[config.mk]
export PLATFORM = sky130hd
export DESIGN_NAME = fifo_reader_flat
export DESIGN_NICKNAME = d
export VERILOG_FILES = /design/src/rtl/fifo_reader_pkg.sv /design/src/rtl/fifo_reader_if.sv /design/src/rtl/fifo_reader_skid.sv /design/src/rtl/fifo_reader.sv /design/src/flat_wrapper.sv
export SDC_FILE = /design/constraint.sdc
export NUM_CORES = 1
export LEC_CHECK = 0
export ABC_AREA = 1
export CAP_MARGIN = 40
export CORE_MARGIN = 10
export CORE_UTILIZATION = 49
export DETAILED_ROUTE_END_ITERATION = 7
export HOLD_SLACK_MARGIN = 0.03
export PLACE_DENSITY_LB_ADDON = 0.3
export SYNTH_ARGS = -nofsm -noshare
export SYNTH_HDL_FRONTEND = slang
export SYNTH_SLANG_ARGS = --single-unit
[constraint.sdc]
create_clock -name clk -period 2.5 [get_ports clk]
set_input_delay 0.375 -clock clk [delete_from_list [all_inputs] [get_ports clk]]
set_output_delay 0.375 -clock clk [all_outputs]
set_load 0.1 [all_outputs]
[src/rtl/fifo_reader_pkg.sv]
// Shared definitions for the transaction-layer FIFO blocks: widths,
// threshold reset defaults and the controller state encoding.
package fifo_reader_pkg;

  localparam int unsigned DATA_W = 10;
  localparam int unsigned UMB_W  = 3;

  localparam logic [UMB_W-1:0] UMB_SUP_RST = 3'b110;
  localparam logic [UMB_W-1:0] UMB_INF_RST = 3'b001;

  typedef enum logic [2:0] {
    ST_RESET  = 3'd0,
    ST_INIT   = 3'd1,
    ST_IDLE   = 3'd2,
    ST_ACTIVE = 3'd3,
    ST_ERROR  = 3'd4
  } state_t;

endpackage

[src/rtl/fifo_reader_if.sv]
// FIFO read port plus downstream valid/ready channel of the FIFO reader.
interface fifo_reader_if
  import fifo_reader_pkg::*;
#(
  parameter int unsigned DATA_W = fifo_reader_pkg::DATA_W
);

  logic              fifo_empty;
  logic              almost_full;
  logic              almost_empty;
  logic [DATA_W-1:0] fifo_data;
  logic              pop;
  logic [DATA_W-1:0] data_out;
  logic              valid_out;
  logic              ready_in;

  modport master (
    input  fifo_empty, almost_full, almost_empty, fifo_data, ready_in,
    output pop, data_out, valid_out
  );

  modport slave (
    output fifo_empty, almost_full, almost_empty, fifo_data, ready_in,
    input  pop, data_out, valid_out
  );

endinterface

[src/rtl/fifo_reader_skid.sv]
// Two-entry in-order skid buffer absorbing the FIFO's one-cycle read latency.
module fifo_reader_skid #(
  parameter int unsigned DATA_W = 10
) (
  input  logic              clk,
  input  logic              rst_n,
  input  logic              capture,
  input  logic [DATA_W-1:0] cap_data,
  input  logic              ready_in,
  output logic              valid_out,
  output logic [DATA_W-1:0] data_out,
  output logic [1:0]        occ
);

  logic [DATA_W-1:0] head;
  logic [DATA_W-1:0] tail;
  logic              xfer;

  assign valid_out = (occ != 2'd0);
  assign data_out  = head;
  assign xfer      = valid_out & ready_in;

  always_ff @(posedge clk or negedge rst_n) begin
    if (!rst_n) begin
      head <= '0;
      tail <= '0;
      occ  <= '0;
    end else begin
      case ({capture, xfer})
        2'b10: begin
          if (occ == 2'd0) head <= cap_data;
          else             tail <= cap_data;
          occ <= occ + 2'd1;
        end
        2'b01: begin
          head <= tail;
          occ  <= occ - 2'd1;
        end
        // Capture and drain in the same cycle: head advances, occupancy is unchanged.
        2'b11: begin
          if (occ == 2'd1) begin
            head <= cap_data;
          end else begin
            head <= tail;
            tail <= cap_data;
          end
        end
        default: ;
      endcase
    end
  end

endmodule

[src/rtl/fifo_reader.sv]
// FIFO read-side controller: pop generation, threshold loading, state machine
// and delivered-word counter; read data is staged through a skid buffer.
module fifo_reader
  import fifo_reader_pkg::*;
#(
  parameter int unsigned      DATA_W      = fifo_reader_pkg::DATA_W,
  parameter int unsigned      UMB_W       = fifo_reader_pkg::UMB_W,
  parameter int unsigned      CNT_W       = 16,
  parameter logic [UMB_W-1:0] UMB_SUP_RST = fifo_reader_pkg::UMB_SUP_RST,
  parameter logic [UMB_W-1:0] UMB_INF_RST = fifo_reader_pkg::UMB_INF_RST
) (
  input  logic             clk,
  input  logic             reset_L,
  input  logic             init,
  input  logic [UMB_W-1:0] umbral_superior_in,
  input  logic [UMB_W-1:0] umbral_inferior_in,
  output logic [UMB_W-1:0] umbral_superior,
  output logic [UMB_W-1:0] umbral_inferior,
  output logic [2:0]       state_out,
  output logic             idle_out,
  output logic             error_out,
  output logic [CNT_W-1:0] words_out,
  fifo_reader_if.master    bus
);

  state_t     state;
  state_t     state_nxt;
  logic       inflight;
  logic       xfer;
  logic       pop_int;
  logic [1:0] occ;
  logic [1:0] pend;
  logic       status_unused;

  assign xfer          = bus.valid_out & bus.ready_in;
  assign pend          = occ + {1'b0, inflight};
  assign bus.pop       = pop_int;
  assign status_unused = bus.almost_full ^ bus.almost_empty;

  always_ff @(posedge clk or negedge reset_L) begin
    if (!reset_L) state <= ST_RESET;
    else          state <= state_nxt;
  end

  always_comb begin
    state_nxt = state;
    unique case (state)
      ST_RESET: state_nxt = ST_INIT;
      ST_INIT: begin
        if (!init) state_nxt = (umbral_inferior >= umbral_superior) ? ST_ERROR : ST_IDLE;
      end
      ST_IDLE: begin
        if (init)                 state_nxt = ST_INIT;
        else if (!bus.fifo_empty) state_nxt = ST_ACTIVE;
      end
      ST_ACTIVE: begin
        if (bus.fifo_empty && !inflight && occ == 2'd0) state_nxt = ST_IDLE;
      end
      ST_ERROR: state_nxt = ST_ERROR;
      default:  state_nxt = ST_RESET;
    endcase
  end

  // Words owed to the buffer never exceed two unless one leaves this cycle.
  always_comb begin
    pop_int = 1'b0;
    if (state == ST_ACTIVE && !bus.fifo_empty)
      pop_int = (pend < 2'd2) || (pend == 2'd2 && xfer);
    idle_out  = (state == ST_IDLE);
    error_out = (state == ST_ERROR);
    state_out = state;
  end

  always_ff @(posedge clk or negedge reset_L) begin
    if (!reset_L) begin
      inflight        <= 1'b0;
      words_out       <= '0;
      umbral_superior <= UMB_SUP_RST;
      umbral_inferior <= UMB_INF_RST;
    end else begin
      inflight <= pop_int;
      if (xfer) words_out <= words_out + CNT_W'(1);
      if (state == ST_INIT && init) begin
        umbral_superior <= umbral_superior_in;
        umbral_inferior <= umbral_inferior_in;
      end
    end
  end

  fifo_reader_skid #(.DATA_W(DATA_W)) u_skid (
    .clk       (clk),
    .rst_n     (reset_L),
    .capture   (inflight),
    .cap_data  (bus.fifo_data),
    .ready_in  (bus.ready_in),
    .valid_out (bus.valid_out),
    .data_out  (bus.data_out),
    .occ       (occ)
  );

endmodule

[src/flat_wrapper.sv]
// flat-port wrapper written by rule: the top's interface ports become plain ports
module fifo_reader_flat import fifo_reader_pkg::*;
#(
  parameter int unsigned      DATA_W      = fifo_reader_pkg::DATA_W,
  parameter int unsigned      UMB_W       = fifo_reader_pkg::UMB_W,
  parameter int unsigned      CNT_W       = 16,
  parameter logic [UMB_W-1:0] UMB_SUP_RST = fifo_reader_pkg::UMB_SUP_RST,
  parameter logic [UMB_W-1:0] UMB_INF_RST = fifo_reader_pkg::UMB_INF_RST
)
  (clk, reset_L, init, umbral_superior_in, umbral_inferior_in, umbral_superior, umbral_inferior, state_out, idle_out, error_out, words_out, bus_fifo_empty, bus_almost_full, bus_almost_empty, bus_fifo_data, bus_ready_in, bus_pop, bus_data_out, bus_valid_out);
  fifo_reader_if #(.DATA_W(DATA_W)) bus_i ();
  input  logic clk;
  input  logic reset_L;
  input  logic init;
  input  logic [UMB_W-1:0] umbral_superior_in;
  input  logic [UMB_W-1:0] umbral_inferior_in;
  output logic [UMB_W-1:0] umbral_superior;
  output logic [UMB_W-1:0] umbral_inferior;
  output logic [2:0] state_out;
  output logic idle_out;
  output logic error_out;
  output logic [CNT_W-1:0] words_out;
  input wire logic [$bits(bus_i.fifo_empty)-1:0] bus_fifo_empty;
  input wire logic [$bits(bus_i.almost_full)-1:0] bus_almost_full;
  input wire logic [$bits(bus_i.almost_empty)-1:0] bus_almost_empty;
  input wire logic [$bits(bus_i.fifo_data)-1:0] bus_fifo_data;
  input wire logic [$bits(bus_i.ready_in)-1:0] bus_ready_in;
  output wire logic [$bits(bus_i.pop)-1:0] bus_pop;
  output wire logic [$bits(bus_i.data_out)-1:0] bus_data_out;
  output wire logic [$bits(bus_i.valid_out)-1:0] bus_valid_out;
  assign bus_i.fifo_empty = bus_fifo_empty;
  assign bus_i.almost_full = bus_almost_full;
  assign bus_i.almost_empty = bus_almost_empty;
  assign bus_i.fifo_data = bus_fifo_data;
  assign bus_i.ready_in = bus_ready_in;
  assign bus_pop = bus_i.pop;
  assign bus_data_out = bus_i.data_out;
  assign bus_valid_out = bus_i.valid_out;
  fifo_reader #(.DATA_W(DATA_W), .UMB_W(UMB_W), .CNT_W(CNT_W), .UMB_SUP_RST(UMB_SUP_RST), .UMB_INF_RST(UMB_INF_RST)) u_core (.clk(clk), .reset_L(reset_L), .init(init), .umbral_superior_in(umbral_superior_in), .umbral_inferior_in(umbral_inferior_in), .umbral_superior(umbral_superior), .umbral_inferior(umbral_inferior), .state_out(state_out), .idle_out(idle_out), .error_out(error_out), .words_out(words_out), .bus(bus_i));
endmodule
* Word level (Yosys, flattened, before mapping)
Index checks and enable logic that the tools add are counted.
** Storage, ports and cells
- Input port bits :: 23
- Register bits after elaboration :: 48
** Operators by class
- $lt $le $gt $ge :: 2
- Equality and inequality tests :: 15
- Reductions and logical operators :: 17
- Bitwise operators :: 1
- $add $sub $neg :: 4
- Multiplexer cells :: 14
** Operators with widths (number)
- 10-bit 2-to-1 mux :: 4
- 10-bit case mux with 3 select lines :: 1
- 10-bit case mux with 2 select lines :: 1
- 16-bit by 1-bit adder with 16-bit output (second input constant) :: 1
- 3-bit 2-to-1 mux :: 5
- 3-bit case mux with 5 select lines :: 1
- 2-bit equality test (second input constant) :: 3
- 3-bit by 2-bit equality test with 1-bit output (second input constant) :: 2
- 2-bit inequality test (second input constant) :: 3
- 3-bit AND reduction :: 2
- 2-bit nonzero test :: 3
- 1-bit logical AND :: 5
- 2-bit by 1-bit equality test with 1-bit output (second input constant) :: 2
- 2-bit by 1-bit inequality test with 1-bit output (second input constant) :: 2
- 2-bit case mux with 2 select lines :: 1
- 3-bit by 1-bit equality test with 1-bit output (second input constant) :: 1
- 3-bit equality test (second input constant) :: 1
- 3-bit greater-or-equal comparator :: 1
- 3-bit zero test :: 1
- 3-bit inequality test (second input constant) :: 1
- 3-bit nonzero test :: 1
- 2-bit by 1-bit adder with 2-bit output :: 1
- 2-bit by 1-bit adder with 2-bit output (second input constant) :: 1
- 1-bit zero test :: 2
- other kinds (7) :: 7

* Logic depth before layout (Yosys ltp)
Gate-level depths: netlist of the first run.
- Depth in word-level cells :: 5
- Depth in mapped cells :: 11
- Mapped depth without buffers :: 10

* Modules after synthesis
Synthesis of the first run repeated with hierarchy kept, for this count alone.
** Second synthesis, totals
- Cells, all modules :: 348
- Area, all modules :: 2648.8 um^2
** Modules (own cells, without submodules)
- fifo_reader :: instances 1, area an instance 1408.9 um^2, sequential area each 654.4 um^2, cells an instance 177
- fifo_reader_skid :: instances 1, area an instance 1239.9 um^2, sequential area each 550.5 um^2, cells an instance 171

* Worst setup path after synthesis of the first run
No wires, ideal clock.
- Path kind :: flip-flop to output port
- From :: reg u_core.u_skid.occ[0]
- To :: out bus_pop
- Slack :: 0.069 ns
- Cell stages (with the launch flop) :: 8
- Data arrival time :: 2.056 ns
- Data required time :: 2.125 ns
- Cell sequence :: dfrtp_1 inv_1 ha_1 inv_2 nand2_4 o21ai_0 nand3_1 inv_1
** On the way
- Word-level cells in the longest chain between the ends :: 5
- Elaborated cells on any way between the ends :: 8
- Classes of those cells :: 1 x add/sub; 1 x order compare; 1 x eq/ne; 1 x mux; 1 x bitwise; 3 x reduce/logical
** RTL lines
- start: declaration :: RTL line fifo_reader_skid.sv:12 : output logic [1:0] occ
- start signal: assignment :: RTL line fifo_reader_skid.sv:33 : occ <= occ + 2'd1;
- start signal: assignment :: RTL line fifo_reader_skid.sv:37 : occ <= occ - 2'd1;
- 2-bit nonzero test :: RTL line fifo_reader_skid.sv:19 : assign valid_out = (occ != 2'd0);
- named net bus_valid_out :: RTL line flat_wrapper.sv:30 : output wire logic [$bits(bus_i.valid_out)-1:0] bus_valid_out;
- 1-bit bitwise AND :: RTL line fifo_reader.sv:35 : assign xfer = bus.valid_out & bus.ready_in;
- 1-bit logical AND :: RTL line fifo_reader.sv:68 : pop_int = (pend < 2'd2) || (pend == 2'd2 && xfer);
- 1-bit logical OR :: RTL line fifo_reader.sv:68
- 1-bit 2-to-1 mux :: RTL line fifo_reader.sv:67 : if (state == ST_ACTIVE && !bus.fifo_empty)
- end: declaration :: RTL line flat_wrapper.sv:28 : output wire logic [$bits(bus_i.pop)-1:0] bus_pop;
The timed path passes the listed nets, and every way through them passes these cells.

* Final worst setup path of the first run
- From :: reg u_core.u_skid.occ[0]
- To :: reg u_core.u_skid.head[1], in the netlist u_core.u_skid.data_out[1]
** On the way
- Word-level cells in the longest chain between the ends :: 5
- Elaborated cells on any way between the ends :: 12
- Classes of those cells :: 5 x eq/ne; 2 x mux; 1 x bitwise; 4 x reduce/logical
** RTL lines
- 2-bit nonzero test (*) :: RTL line fifo_reader_skid.sv:19
- 1-bit bitwise AND (*) :: RTL line fifo_reader_skid.sv:21 : assign xfer = valid_out & ready_in;
- named net u_core.u_skid.xfer :: RTL line fifo_reader_skid.sv:17 : logic xfer;
- 2-bit equality test / 2-bit by 1-bit equality test with 1-bit output (equally long branches) :: RTL line fifo_reader_skid.sv:29 : case ({capture, xfer})
- 2-bit by 1-bit inequality test with 1-bit output (no line) / 3-bit nonzero test (equally long branches)
- 2-bit AND reduction (no line)
- end signal: assignment :: RTL line fifo_reader_skid.sv:31 : if (occ == 2'd0) head <= cap_data;
- end signal: assignment :: RTL line fifo_reader_skid.sv:36 : head <= tail;
- end signal: assignment :: RTL line fifo_reader_skid.sv:42 : head <= cap_data;
- end: declaration :: RTL line fifo_reader_skid.sv:15 : logic [DATA_W-1:0] head;
Mark *: on every way through the listed nets, which the timed path passes. The rest lies on a longest branch.
A chain may end at the register's enable or synchronous reset.

==> flow_metrics.tcl, run 1 <==
set metrics [dict create \
    die_w_um 91.3 \
    clk_latency_ps 300 \
    hold_path.class "input port to async pin" \
    hold_violations 0 \
    n_antenna_cell 0 \
    ys_seq_area_share_pct 48.3 \
    fmax_mhz 438 \
    crit_fanout 10 \
    crit_type "flip-flop to flip-flop" \
    synth.top_cells.by_area "dfrtp_1, nand2_1, o21ai_0" \
    synth.ff_latch_count 48 \
    crit_end "u_core.u_skid.data_out[1]" \
    yosysMostFrequentCell "nand2_1" \
    synth_top_area_cell "dfrtp_1" \
    grt_pass1_vias 2135 \
    wirelength_um 5610 \
    syn_inst 294 \
    start_kind "flip-flop" \
    grt-ovfl-total 0 \
    fin_nets 395 \
    r2r_end "u_core.u_skid.data_out[1]" \
    port_buffers 59 \
    final_layout_size_suffix_gt1_share_pct 21.2 \
    cts_setup_buffers 0 \
    std_cell_rows 25 \
    fillers 420 \
    path_clk_slew_ps 90 \
    maxCapViolations 0 \
    worst_slew_pin_slew_ps 604 \
    grt_pass1_wl_um 9590 \
    final_util_pct 67.2 \
    grt_usage_pct 13.7 \
    num_io_pins 62 \
    drc 0 \
    yosysWarnings 0 \
    finalSetupViolCount 0 \
    synthAdderAreaFrac_pct 5.02 \
    wl_per_cell_um 13.0 \
    globalplace.congestion 0.807 \
    synthSimpleGateAreaFrac_pct 22.8 \
    syn_nets 327 \
    dieArea_um2 8340 \
    die_y_um 91.3 \
    required_ps 2730 \
    synth_top_family_by_area "simple AND/OR/NAND/NOR gates" \
    vias 2137 \
    muxShareOfSynthArea_pct 0 \
    yosysTopAreaCellShare_pct 45.2 \
    status "finished, final reports clean" \
    synth_edf_count 0 \
    fin_area_um2 3240 \
    cts_tree "yes" \
    drv_slew 0 \
    worstReg2RegStart "u_core.u_skid.occ[0]" \
    antenna_left 0 \
    cp-end-kind "flip-flop" \
    synth_area_um2 2490 \
    synth_compound_area_share_pct 11.1 \
    via_per_inst 4.97 \
    synthXorXnorAreaFrac_pct 4.57 \
    grt_antenna_before_repair 0 \
    maxSlewHeadroom_pct 59.6 \
    ys.flop_type "dfrtp_1" \
    worstRegToRegCells 9 \
    cp.arrival_ps 2510 \
    dp_hpwl_um 4220 \
    syn_avg_cell_area_um2 8.48 \
    start_util_pct 51.7 \
    post_cts_resized 0 \
    clkSinkCount 48 \
    clock-skew-final_ps 6.20 \
    cp-startpoint "u_core.u_skid.occ[0]" \
    synth_common_cells "nand2_1, dfrtp_1, inv_1" \
    grt_max_degree 39 \
    cts_max_path_buffers 2 \
    root_buffer "clkbuf_8" \
    area_delta_synth_final_pct 30.0 \
    cts_hold_buf 1 \
    period_needed_ps 2280 \
    postSynth.asyncResetShare_pct 100 \
    finalCritPeriodShare_pct 91.3 \
    ys_types 26 \
    reg2reg_slack_ps 220 \
    tns_ps 0 \
    cts_buffers 5 \
    htree_levels 2 \
    initialDrtViolationCount 60 \
    core-area_um2 4820 \
    post_dp_cell_area_um2 3110 \
    rsz0062_at_grt "false" \
    dr.pass1.iters 4 \
]
cells in the final DEF, fill, tap and decap left out, drive strengths merged:
cell,n
o21ai,35
a31oi,10
dlygate4sd3,1
clkdlybuf4s50,19
o211ai,1
xor2,9
nor2,32
dfrtp,45
buf,46
clkbuf,6
nand3,12
inv,47
bufinv,1
nor3,2
xnor2,4
ha,10
nand3b,2
dfstp,3
nand4,7
nand2,65
a21oi,5
clkinv,1
cells by family (layout without fill, tap and decap cells):
group                      after synthesis  after routing
AOI/OAI and AO/OA                       51             51
xor gates and xnor gates                13             13
and+or+nand+nor                        120            120
adders and majority gates               10             10
buffers and inverters                   52            121
DFF                                     48             48
worst max-delay path, stage by stage (launching register included):
cell     delay, ps
dfrtp_1        440
inv_1           80
ha_1           200
inv_2          100
nand2_4        110
inv_1          130
ha_1           260
nor2_1         480
o21ai_0        210
a31oi_1        180
routing by layer:
layer	vias to the layer above	wire length [um]	track usage, %
met5	-	0	0
met4	0	87	5.87
met3	8	330	4.03
met2	69	2670	23.0
met1	986	2520	16.0
li1	1074	-	-
stage by stage:
| step | std cells | hold slack, ps | setup slack [ps] |
|---|---|---|---|
| final | 430 | 385 | 217 |
| after CTS | 430 | 372 | 220 |
| after global routing | 430 | 370 | 36.1 |
| after floorplan | 294 | 79.4 | 68.7 |
| after detailed placement | 421 | 177 | 127 |
| after global placement | 420 | 463 | 184 |
cell type report:
cell class / instances / area, um2 / area share, %
clock inverter: 2 / 38.8 / 1.20
clock buffer: 6 / 82.6 / 2.55
multi-input combinational: 194 / 1080 / 33.5
inverter: 47 / 176 / 5.45
tap: 67 / 83.8 / 2.59
timing repair buffer: 66 / 568 / 17.5
sequential: 48 / 1200 / 37.2
flip-flops by register name (all words and copies together), names as in the netlist:
| name | cells |
|---|---|
| u_core.umbral_superior | 3 |
| u_core.u_skid.occ | 2 |
| u_core.inflight | 1 |
| u_core.umbral_inferior | 3 |
| u_core.words_out | 16 |
| u_core.u_skid.data_out | 10 |
| u_core.u_skid.tail | 10 |
| u_core.state_out | 3 |
worst min path at each step:
stage,startpoint,to,slack [ps],cells past startpoint
2_1_floorplan,reset_L,u_core.inflight,80,0
3_3_place_gp,u_core.u_skid.tail[7],u_core.u_skid.tail[7],460,2
3_5_place_dp,reset_L,u_core.u_skid.data_out[6],180,1
4_1_cts,reset_L,u_core.u_skid.data_out[6],370,2
5_1_grt,reset_L,u_core.u_skid.data_out[6],370,2
6_report,reset_L,u_core.u_skid.data_out[6],390,2
Power of run 1 is left out: the tool's default activity adds up to more than one toggle a clock period on the data nets, which glitch-free logic cannot reach.
==> inputs of run 2 (changes only) <==
--- a/config.mk
+++ b/config.mk
@@ -10,7 +10,7 @@
 export CORE_MARGIN = 10
 export CORE_UTILIZATION = 49
 export DETAILED_ROUTE_END_ITERATION = 7
-export HOLD_SLACK_MARGIN = 0.03
+export HOLD_SLACK_MARGIN = 0.02
 export PLACE_DENSITY_LB_ADDON = 0.3
 export SYNTH_ARGS = -nofsm -noshare
 export SYNTH_HDL_FRONTEND = slang
==> results of run 2 <==
Final layout, timing and power as in run 1 (identical DEF).
Power of run 2 is left out for the same reason.
